### src/rtl/uart_char_tx_pkg.sv
// Shared types and constants for the UCI character UART transmitter.
package uart_char_tx_pkg;

  typedef enum logic [1:0] {
    StIdle,
    StStart,
    StData,
    StStop
  } uart_state_e;

  localparam logic [7:0] NEW_LINE        = 8'h0A;
  localparam logic [7:0] CARRIAGE_RETURN = 8'h0D;

endpackage

### src/rtl/uart_char_tx_fifo.sv
// Synchronous FIFO with push/pop, full/empty and an explicit occupancy count.
module char_fifo #(
  parameter int unsigned Width = 8,
  parameter int unsigned Depth = 16
) (
  input  logic                       clk_in,
  input  logic                       rst_in,
  input  logic                       push,
  input  logic [Width-1:0]           push_data,
  input  logic                       pop,
  output logic [Width-1:0]           pop_data,
  output logic                       full,
  output logic                       empty,
  output logic [$clog2(Depth+1)-1:0] count
);

  localparam int unsigned PtrW   = $clog2(Depth);
  localparam int unsigned CountW = $clog2(Depth + 1);

  logic [Width-1:0]  mem_q [Depth];
  logic [PtrW-1:0]   wr_ptr_q, wr_ptr_d;
  logic [PtrW-1:0]   rd_ptr_q, rd_ptr_d;
  logic [CountW-1:0] count_q, count_d;
  logic              push_ok, pop_ok;

  assign full     = (count_q == CountW'(Depth));
  assign empty    = (count_q == '0);
  assign count    = count_q;
  assign pop_data = mem_q[rd_ptr_q];
  assign push_ok  = push & ~full;
  assign pop_ok   = pop & ~empty;

  always_comb begin
    wr_ptr_d = push_ok ? wr_ptr_q + 1'b1 : wr_ptr_q;
    rd_ptr_d = pop_ok ? rd_ptr_q + 1'b1 : rd_ptr_q;
    count_d  = count_q;
    unique case ({push_ok, pop_ok})
      2'b10:   count_d = count_q + 1'b1;
      2'b01:   count_d = count_q - 1'b1;
      default: count_d = count_q;
    endcase
  end

  always_ff @(posedge clk_in) begin
    if (!rst_in) begin
      wr_ptr_q <= '0;
      rd_ptr_q <= '0;
      count_q  <= '0;
    end else begin
      wr_ptr_q <= wr_ptr_d;
      rd_ptr_q <= rd_ptr_d;
      count_q  <= count_d;
    end
  end

  // Storage needs no reset; the count alone decides what is valid.
  always_ff @(posedge clk_in) begin
    if (push_ok) begin
      mem_q[wr_ptr_q] <= push_data;
    end
  end

endmodule

### src/rtl/uart_char_tx.sv
// 8N1 UART transmitter fed by a character FIFO from the UCI handler.
// Optional UART_TX_CRLF_EN expands each popped LF into a CR, LF frame pair.
module uart_char_tx
  import uart_char_tx_pkg::*;
#(
  parameter int unsigned BAUD_DIV   = 868,
  parameter int unsigned FIFO_DEPTH = 16
) (
  input  logic                            clk_in,
  input  logic                            rst_in,
  input  logic [7:0]                      char_in,
  input  logic                            char_in_valid,
  output logic                            char_in_ready,
  output logic                            tx_out,
  output logic                            busy_out,
  output logic [$clog2(FIFO_DEPTH+1)-1:0] fifo_count_out
);

  localparam int unsigned BaudW = $clog2(BAUD_DIV);
  localparam logic [BaudW-1:0] BaudReload = BaudW'(BAUD_DIV - 1);

  uart_state_e      state_q, state_d;
  logic [BaudW-1:0] baud_q, baud_d;
  logic [2:0]       bit_idx_q, bit_idx_d;
  logic [7:0]       shift_q, shift_d;
  logic             tx_q, tx_d;
  logic             busy_q, busy_d;
  logic             bit_done, load_next;

  logic             fifo_pop, fifo_full, fifo_empty;
  logic [7:0]       fifo_rdata;

  char_fifo #(
    .Width(8),
    .Depth(FIFO_DEPTH)
  ) u_fifo (
    .clk_in   (clk_in),
    .rst_in   (rst_in),
    .push     (char_in_valid),
    .push_data(char_in),
    .pop      (fifo_pop),
    .pop_data (fifo_rdata),
    .full     (fifo_full),
    .empty    (fifo_empty),
    .count    (fifo_count_out)
  );

  assign char_in_ready = ~fifo_full;
  assign bit_done      = (baud_q == '0);

`ifdef UART_TX_CRLF_EN
  logic lf_pending_q, lf_pending_d;
`endif

  always_comb begin
    state_d   = state_q;
    baud_d    = baud_q;
    bit_idx_d = bit_idx_q;
    shift_d   = shift_q;
    fifo_pop  = 1'b0;
    load_next = 1'b0;
`ifdef UART_TX_CRLF_EN
    lf_pending_d = lf_pending_q;
`endif

    unique case (state_q)
      StIdle: begin
        if (!fifo_empty) begin
          load_next = 1'b1;
        end
      end
      StStart: begin
        if (bit_done) begin
          state_d   = StData;
          baud_d    = BaudReload;
          bit_idx_d = 3'd0;
        end else begin
          baud_d = baud_q - 1'b1;
        end
      end
      StData: begin
        if (bit_done) begin
          baud_d = BaudReload;
          if (bit_idx_q == 3'd7) begin
            state_d = StStop;
          end else begin
            bit_idx_d = bit_idx_q + 1'b1;
            shift_d   = {1'b0, shift_q[7:1]};
          end
        end else begin
          baud_d = baud_q - 1'b1;
        end
      end
      StStop: begin
        if (bit_done) begin
`ifdef UART_TX_CRLF_EN
          if (lf_pending_q) begin
            lf_pending_d = 1'b0;
            shift_d      = NEW_LINE;
            state_d      = StStart;
            baud_d       = BaudReload;
          end else if (!fifo_empty) begin
            load_next = 1'b1;
          end else begin
            state_d = StIdle;
          end
`else
          if (!fifo_empty) begin
            load_next = 1'b1;
          end else begin
            state_d = StIdle;
          end
`endif
        end else begin
          baud_d = baud_q - 1'b1;
        end
      end
    endcase

    // Pop the head straight into the shifter and begin a fresh start bit.
    if (load_next) begin
      fifo_pop = 1'b1;
      state_d  = StStart;
      baud_d   = BaudReload;
      shift_d  = fifo_rdata;
`ifdef UART_TX_CRLF_EN
      if (fifo_rdata == NEW_LINE) begin
        shift_d      = CARRIAGE_RETURN;
        lf_pending_d = 1'b1;
      end
`endif
    end
  end

  always_comb begin
    unique case (state_q)
      StStart: tx_d = 1'b0;
      StData:  tx_d = shift_q[0];
      default: tx_d = 1'b1;
    endcase
`ifdef UART_TX_CRLF_EN
    busy_d = (state_q != StIdle) | ~fifo_empty | lf_pending_q;
`else
    busy_d = (state_q != StIdle) | ~fifo_empty;
`endif
  end

  always_ff @(posedge clk_in) begin
    if (!rst_in) begin
      state_q   <= StIdle;
      baud_q    <= '0;
      bit_idx_q <= '0;
      shift_q   <= '0;
      tx_q      <= 1'b1;
      busy_q    <= 1'b0;
    end else begin
      state_q   <= state_d;
      baud_q    <= baud_d;
      bit_idx_q <= bit_idx_d;
      shift_q   <= shift_d;
      tx_q      <= tx_d;
      busy_q    <= busy_d;
    end
  end

`ifdef UART_TX_CRLF_EN
  always_ff @(posedge clk_in) begin
    if (!rst_in) begin
      lf_pending_q <= 1'b0;
    end else begin
      lf_pending_q <= lf_pending_d;
    end
  end
`endif

  assign tx_out   = tx_q;
  assign busy_out = busy_q;

endmodule

### config.mk
export PLATFORM = sky130hd
export DESIGN_NAME = uart_char_tx
export DESIGN_NICKNAME = d
export VERILOG_FILES = /design/src/rtl/uart_char_tx_pkg.sv /design/src/rtl/uart_char_tx_fifo.sv /design/src/rtl/uart_char_tx.sv
export SDC_FILE = /design/constraint.sdc
export NUM_CORES = 1
export LEC_CHECK = 0
export BUFFER_PORTS_ARGS = -buffer_cell sky130_fd_sc_hd__buf_2
export CORE_UTILIZATION = 60
export CTS_CLUSTER_SIZE = 10
export DETAILED_ROUTE_END_ITERATION = 6
export GPL_ROUTABILITY_DRIVEN = 0
export GPL_TIMING_DRIVEN = 0
export PLACE_DENSITY_LB_ADDON = 0.2
export SYNTH_ARGS = -nofsm -noshare
export SYNTH_HDL_FRONTEND = slang
export SYNTH_HIERARCHICAL = 1
export SYNTH_SLANG_ARGS = --single-unit
export TNS_END_PERCENT = 1
### constraint.sdc
create_clock -name clk_in -period 5.2 [get_ports clk_in]
set_clock_uncertainty 0.15 [all_clocks]
set_input_delay 1.04 -clock clk_in [delete_from_list [all_inputs] [get_ports clk_in]]
set_output_delay 1.04 -clock clk_in [all_outputs]
set_load 0.01 [all_outputs]
==> flow_results.xml <==
<?xml version="1.0" encoding="UTF-8"?>
<metrics>
  <group name="layout">
    <metric name="final-seq-area" unit="µm²">4680</metric>
    <metric name="area_delta_synth_final" unit="%">13.2</metric>
    <metric name="num-fill-cells" unit="">755</metric>
    <metric name="final_net_count" unit="">551</metric>
    <metric name="fraction_of_final_layout_cells_sized_beyond_drive_strength_1" unit="">0.207</metric>
    <metric name="final_core_util" unit="">0.704</metric>
    <metric name="area_taken_by_multi_input_logic_gates" unit="µm²">2350</metric>
    <metric name="diode_insertion_count_for_antenna_repair" unit="">0</metric>
  </group>
  <group name="yosys">
    <metric name="synthesis.nets" unit="">510</metric>
    <metric name="synth_cell_type_count" unit="">50</metric>
    <metric name="syn_inst" unit="">482</metric>
    <metric name="yosys_most_used_dff" unit="">sky130_fd_sc_hd__edfxtp_1</metric>
    <metric name="postSynth.asyncResetShare" unit="">0</metric>
    <metric name="syn-cell-area" unit="µm²">7200</metric>
    <metric name="post_synth_main_area_contributors" unit="">sky130_fd_sc_hd__edfxtp_1 (53%), sky130_fd_sc_hd__dfxtp_1 (12%), sky130_fd_sc_hd__mux4_2 (10%), sky130_fd_sc_hd__ha_1 (3.0%), sky130_fd_sc_hd__a22oi_1 (1.9%)</metric>
    <metric name="ys_seq_elements" unit="">170</metric>
    <metric name="ys_warn_count" unit="">6</metric>
    <metric name="synth_sequential_area_ratio" unit="">0.651</metric>
    <metric name="synth_top_area_frac" unit="">0.534</metric>
    <metric name="post_synth.cell_area_avg" unit="µm²">14.9</metric>
    <metric name="synth-edff-count" unit="">128</metric>
    <metric name="synth.largest_area_cell" unit="">sky130_fd_sc_hd__edfxtp_1</metric>
  </group>
  <group name="pwr">
    <metric name="vdd_ir_drop_max" unit="V">0.000433</metric>
    <metric name="cellLeakagePower" unit="nW">2.81</metric>
    <metric name="powerDensity" unit="nW/µm²">511</metric>
  </group>
  <group name="sta">
    <metric name="setup-violations-final" unit="">0</metric>
    <metric name="setup_repair_after_global_routing_missed_its_margin" unit="">false</metric>
    <metric name="final-hold-violation-count" unit="">0</metric>
    <metric name="report.final.slew_viol_count" unit="">0</metric>
    <metric name="tightest_slew" unit="ps">941</metric>
    <metric name="fin_crit" unit="ps">4030</metric>
    <metric name="fmax" unit="MHz">248</metric>
    <metric name="max-slew-margin-rel" unit="">0.370</metric>
    <metric name="final.setup.tns" unit="ps">0</metric>
    <metric name="final_min_period_over_clock_period" unit="">0.776</metric>
  </group>
  <group name="global_routing">
    <metric name="grt_pass1_wl" unit="µm">22300</metric>
    <metric name="first_global_vias" unit="">4130</metric>
    <metric name="grt_start_max_net_pins" unit="">17</metric>
    <metric name="global_route.overflow_total" unit="">0</metric>
    <metric name="antenna_violations_before_repair" unit="">0</metric>
    <metric name="grt_util_all_layers" unit="">0.247</metric>
  </group>
  <group name="drt">
    <metric name="number_of_design_rule_violations_left_by_the_first_detailed_router_iteration" unit="">297</metric>
    <metric name="drc" unit="">0</metric>
    <metric name="drtAntennaViolNets" unit="">0</metric>
    <metric name="dr.pass1.iters" unit="">5</metric>
    <metric name="via_per_inst" unit="">6.25</metric>
    <metric name="dr_total_vias" unit="">4247</metric>
    <metric name="wl_per_cell" unit="µm">20.9</metric>
    <metric name="route.final.wire_length" unit="µm">14200</metric>
  </group>
  <group name="critical_path">
    <metric name="worstPathArrival" unit="ps">4240</metric>
    <metric name="critical_path_required" unit="ps">5410</metric>
    <metric name="crit_path_max_fanout" unit="">8</metric>
    <metric name="start_kind" unit="">flip-flop</metric>
    <metric name="timing.setup.critical_path_class" unit="">reg2reg</metric>
    <metric name="cp_endpoint_kind" unit="">flip-flop</metric>
  </group>
  <group name="cts">
    <metric name="clockRootBuffer" unit="">sky130_fd_sc_hd__clkbuf_16</metric>
    <metric name="number_of_buffers_inserted_by_hold_repair_at_cts" unit="">0</metric>
    <metric name="h-tree-depth" unit="">4</metric>
    <metric name="numClockSinks" unit="">170</metric>
    <metric name="clkTransAtPathRegs" unit="ps">60</metric>
    <metric name="clock_tree.buffer_depth" unit="">2</metric>
    <metric name="postCtsResizedCells" unit="">0</metric>
    <metric name="cts_buffers" unit="">17</metric>
    <metric name="postCtsSetupBuffers" unit="">0</metric>
    <metric name="cts_tree" unit="">done</metric>
    <metric name="insertion_delay_of_the_later_clocked_pin_in_the_worst_skew_pair" unit="ps">420</metric>
  </group>
  <group name="placement">
    <metric name="portBuffers" unit="">18</metric>
    <metric name="place.detailed.hpwl" unit="µm">9400</metric>
  </group>
  <group name="worst_hold_path">
    <metric name="min_delay_path_class" unit="">reg2reg</metric>
  </group>
  <group name="floorplanning">
    <metric name="core_region_area" unit="µm²">11600</metric>
    <metric name="floorplan.initialDensity" unit="">0.622</metric>
    <metric name="dieHeight" unit="µm">112</metric>
    <metric name="io-pin-count" unit="">19</metric>
    <metric name="num_rows" unit="">39</metric>
    <metric name="floorplan.die_area" unit="µm²">12400</metric>
    <metric name="die_w" unit="µm">112</metric>
  </group>
  <group name="outcome">
    <metric name="outcome" unit="">finished, final reports clean</metric>
  </group>
  <group name="run">
    <metric name="maxCapViolCount" unit="">0</metric>
  </group>
</metrics>
## where the power goes
group          switching (mW)  internal [mW]
Combinational           0.678          0.501
Sequential             0.0885           1.59
Clock                   0.510          0.800
## worst max-delay path, stage by stage, from the launching register on
cell and delay (ps):
sky130_fd_sc_hd__dfxtp_1 320, sky130_fd_sc_hd__inv_1 70, sky130_fd_sc_hd__ha_1 190, sky130_fd_sc_hd__or4b_4 520
sky130_fd_sc_hd__nor4_2 470, sky130_fd_sc_hd__o21ai_1 160, sky130_fd_sc_hd__inv_2 170, sky130_fd_sc_hd__o21ai_4 110
sky130_fd_sc_hd__inv_1 100, sky130_fd_sc_hd__ha_1 170, sky130_fd_sc_hd__buf_2 190, sky130_fd_sc_hd__xor2_1 160
sky130_fd_sc_hd__ha_1 200, sky130_fd_sc_hd__o21ai_0 90, sky130_fd_sc_hd__or3_1 360, sky130_fd_sc_hd__a2111oi_0 370
sky130_fd_sc_hd__nand4b_1 160
## synthesized netlist by cell type (2+ instances only)
master / count
sky130_fd_sc_hd__dfxtp_1: 42
sky130_fd_sc_hd__or4_4: 3
sky130_fd_sc_hd__inv_2: 2
sky130_fd_sc_hd__nor4_1: 6
sky130_fd_sc_hd__nor4_2: 2
sky130_fd_sc_hd__a22oi_1: 18
sky130_fd_sc_hd__nor3_1: 5
sky130_fd_sc_hd__mux4_2: 32
sky130_fd_sc_hd__or3_1: 6
sky130_fd_sc_hd__mux2i_1: 11
sky130_fd_sc_hd__clkbuf_1: 13
sky130_fd_sc_hd__buf_1: 2
sky130_fd_sc_hd__nand3b_1: 4
sky130_fd_sc_hd__ha_1: 17
sky130_fd_sc_hd__nor2_1: 29
sky130_fd_sc_hd__and2_1: 11
sky130_fd_sc_hd__xor2_1: 7
sky130_fd_sc_hd__or2_2: 2
sky130_fd_sc_hd__inv_1: 18
sky130_fd_sc_hd__nand2_1: 17
sky130_fd_sc_hd__and3_1: 7
sky130_fd_sc_hd__o211ai_1: 3
sky130_fd_sc_hd__edfxtp_1: 128
sky130_fd_sc_hd__nor2b_1: 5
sky130_fd_sc_hd__nand3_1: 6
sky130_fd_sc_hd__nor3b_1: 3
sky130_fd_sc_hd__o21a_1: 2
sky130_fd_sc_hd__buf_2: 8
sky130_fd_sc_hd__nand4_1: 4
sky130_fd_sc_hd__a31oi_1: 5
sky130_fd_sc_hd__xnor2_1: 6
sky130_fd_sc_hd__a21oi_1: 18
sky130_fd_sc_hd__o21ai_0: 17
sky130_fd_sc_hd__nand2b_1: 4
sky130_fd_sc_hd__o21ai_1: 2
sky130_fd_sc_hd__nand4b_1: 3
## layer usage
metal / global-route usage / wire length (µm)
met1: 0.335 / 6360
met2: 0.395 / 6940
met3: 0.0653 / 745
met4: 0.0784 / 111
met5: 0 / 0
## worst paths after layout
check | to | depth (start not counted) | start | slack (ps)
hold / removal | shift_q[7] | 2 | shift_q[7] | 350
setup / recovery | u_fifo/count[4] | 16 | baud_q[0] | 1170
hold reg to reg | shift_q[7] | 2 | shift_q[7] | 350
setup reg to reg | u_fifo/count[4] | 16 | baud_q[0] | 1170
## state kept, by name, indices dropped and copies added (netlist names), named ones only
| register | flops |
|---|---|
| u_fifo/mem_q | 128 |
| baud_q | 10 |
| shift_q | 8 |
| u_fifo/count | 5 |
| u_fifo/rd_ptr_q | 4 |
| u_fifo/wr_ptr_q | 4 |
| bit_idx_q | 3 |
| state_q | 2 |
| busy_out | 1 |
| tx_out | 1 |
## layout make-up
type	instances	share of cell area
Clock inverter	12	0.0197
Multi-Input combinational cell	268	0.289
Inverter	20	0.00922
Sequential cell	170	0.575
Tap cell	143	0.0220
Timing Repair Buffer	22	0.0147
Clock buffer	20	0.0573
Buffer	24	0.0132
## cells in the final DEF, fill, tap and decap left out, types with 6 or more instances in the layout
cell	count
sky130_fd_sc_hd__nor2_1	29
sky130_fd_sc_hd__inv_1	18
sky130_fd_sc_hd__nand3_1	6
sky130_fd_sc_hd__a21oi_1	18
sky130_fd_sc_hd__dfxtp_1	42
sky130_fd_sc_hd__and2_1	11
sky130_fd_sc_hd__and3_1	7
sky130_fd_sc_hd__ha_1	17
sky130_fd_sc_hd__mux4_2	32
sky130_fd_sc_hd__nor4_2	6
sky130_fd_sc_hd__or3_1	6
sky130_fd_sc_hd__clkbuf_16	17
sky130_fd_sc_hd__edfxtp_1	128
sky130_fd_sc_hd__clkbuf_1	13
sky130_fd_sc_hd__mux2i_1	11
sky130_fd_sc_hd__xor2_1	7
sky130_fd_sc_hd__xnor2_1	6
sky130_fd_sc_hd__nand2_1	17
sky130_fd_sc_hd__a22oi_1	18
sky130_fd_sc_hd__buf_2	26
sky130_fd_sc_hd__o21ai_0	17
## cells by family after synthesis
kind of cell	Yosys count	share of synthesized area
compound gates	75	0.0680
xor+xnor	13	0.0158
fa+ha+maj	17	0.0296
buf+inv	44	0.0254
flops	170	0.651
mux	43	0.115
simple gates	120	0.0948
## per-stage QoR
| step | std cells | power, mW | instance area (µm²) | setup slack (ps) | hold WS (ps) |
|---|---|---|---|---|---|
| floorplan | 482 | 2.58 | 7200 | 1730 | 294 |
| global placement | 643 | 2.83 | 7460 | 1330 | 329 |
| global route | 679 | 4.38 | 8150 | 913 | 381 |
| CTS | 679 | 4.17 | 8150 | 1210 | 344 |
| detailed placement | 647 | 2.87 | 7520 | 1250 | 333 |
| finish | 679 | 4.16 | 8150 | 1170 | 346 |
(Power assumes the default switching activity.)
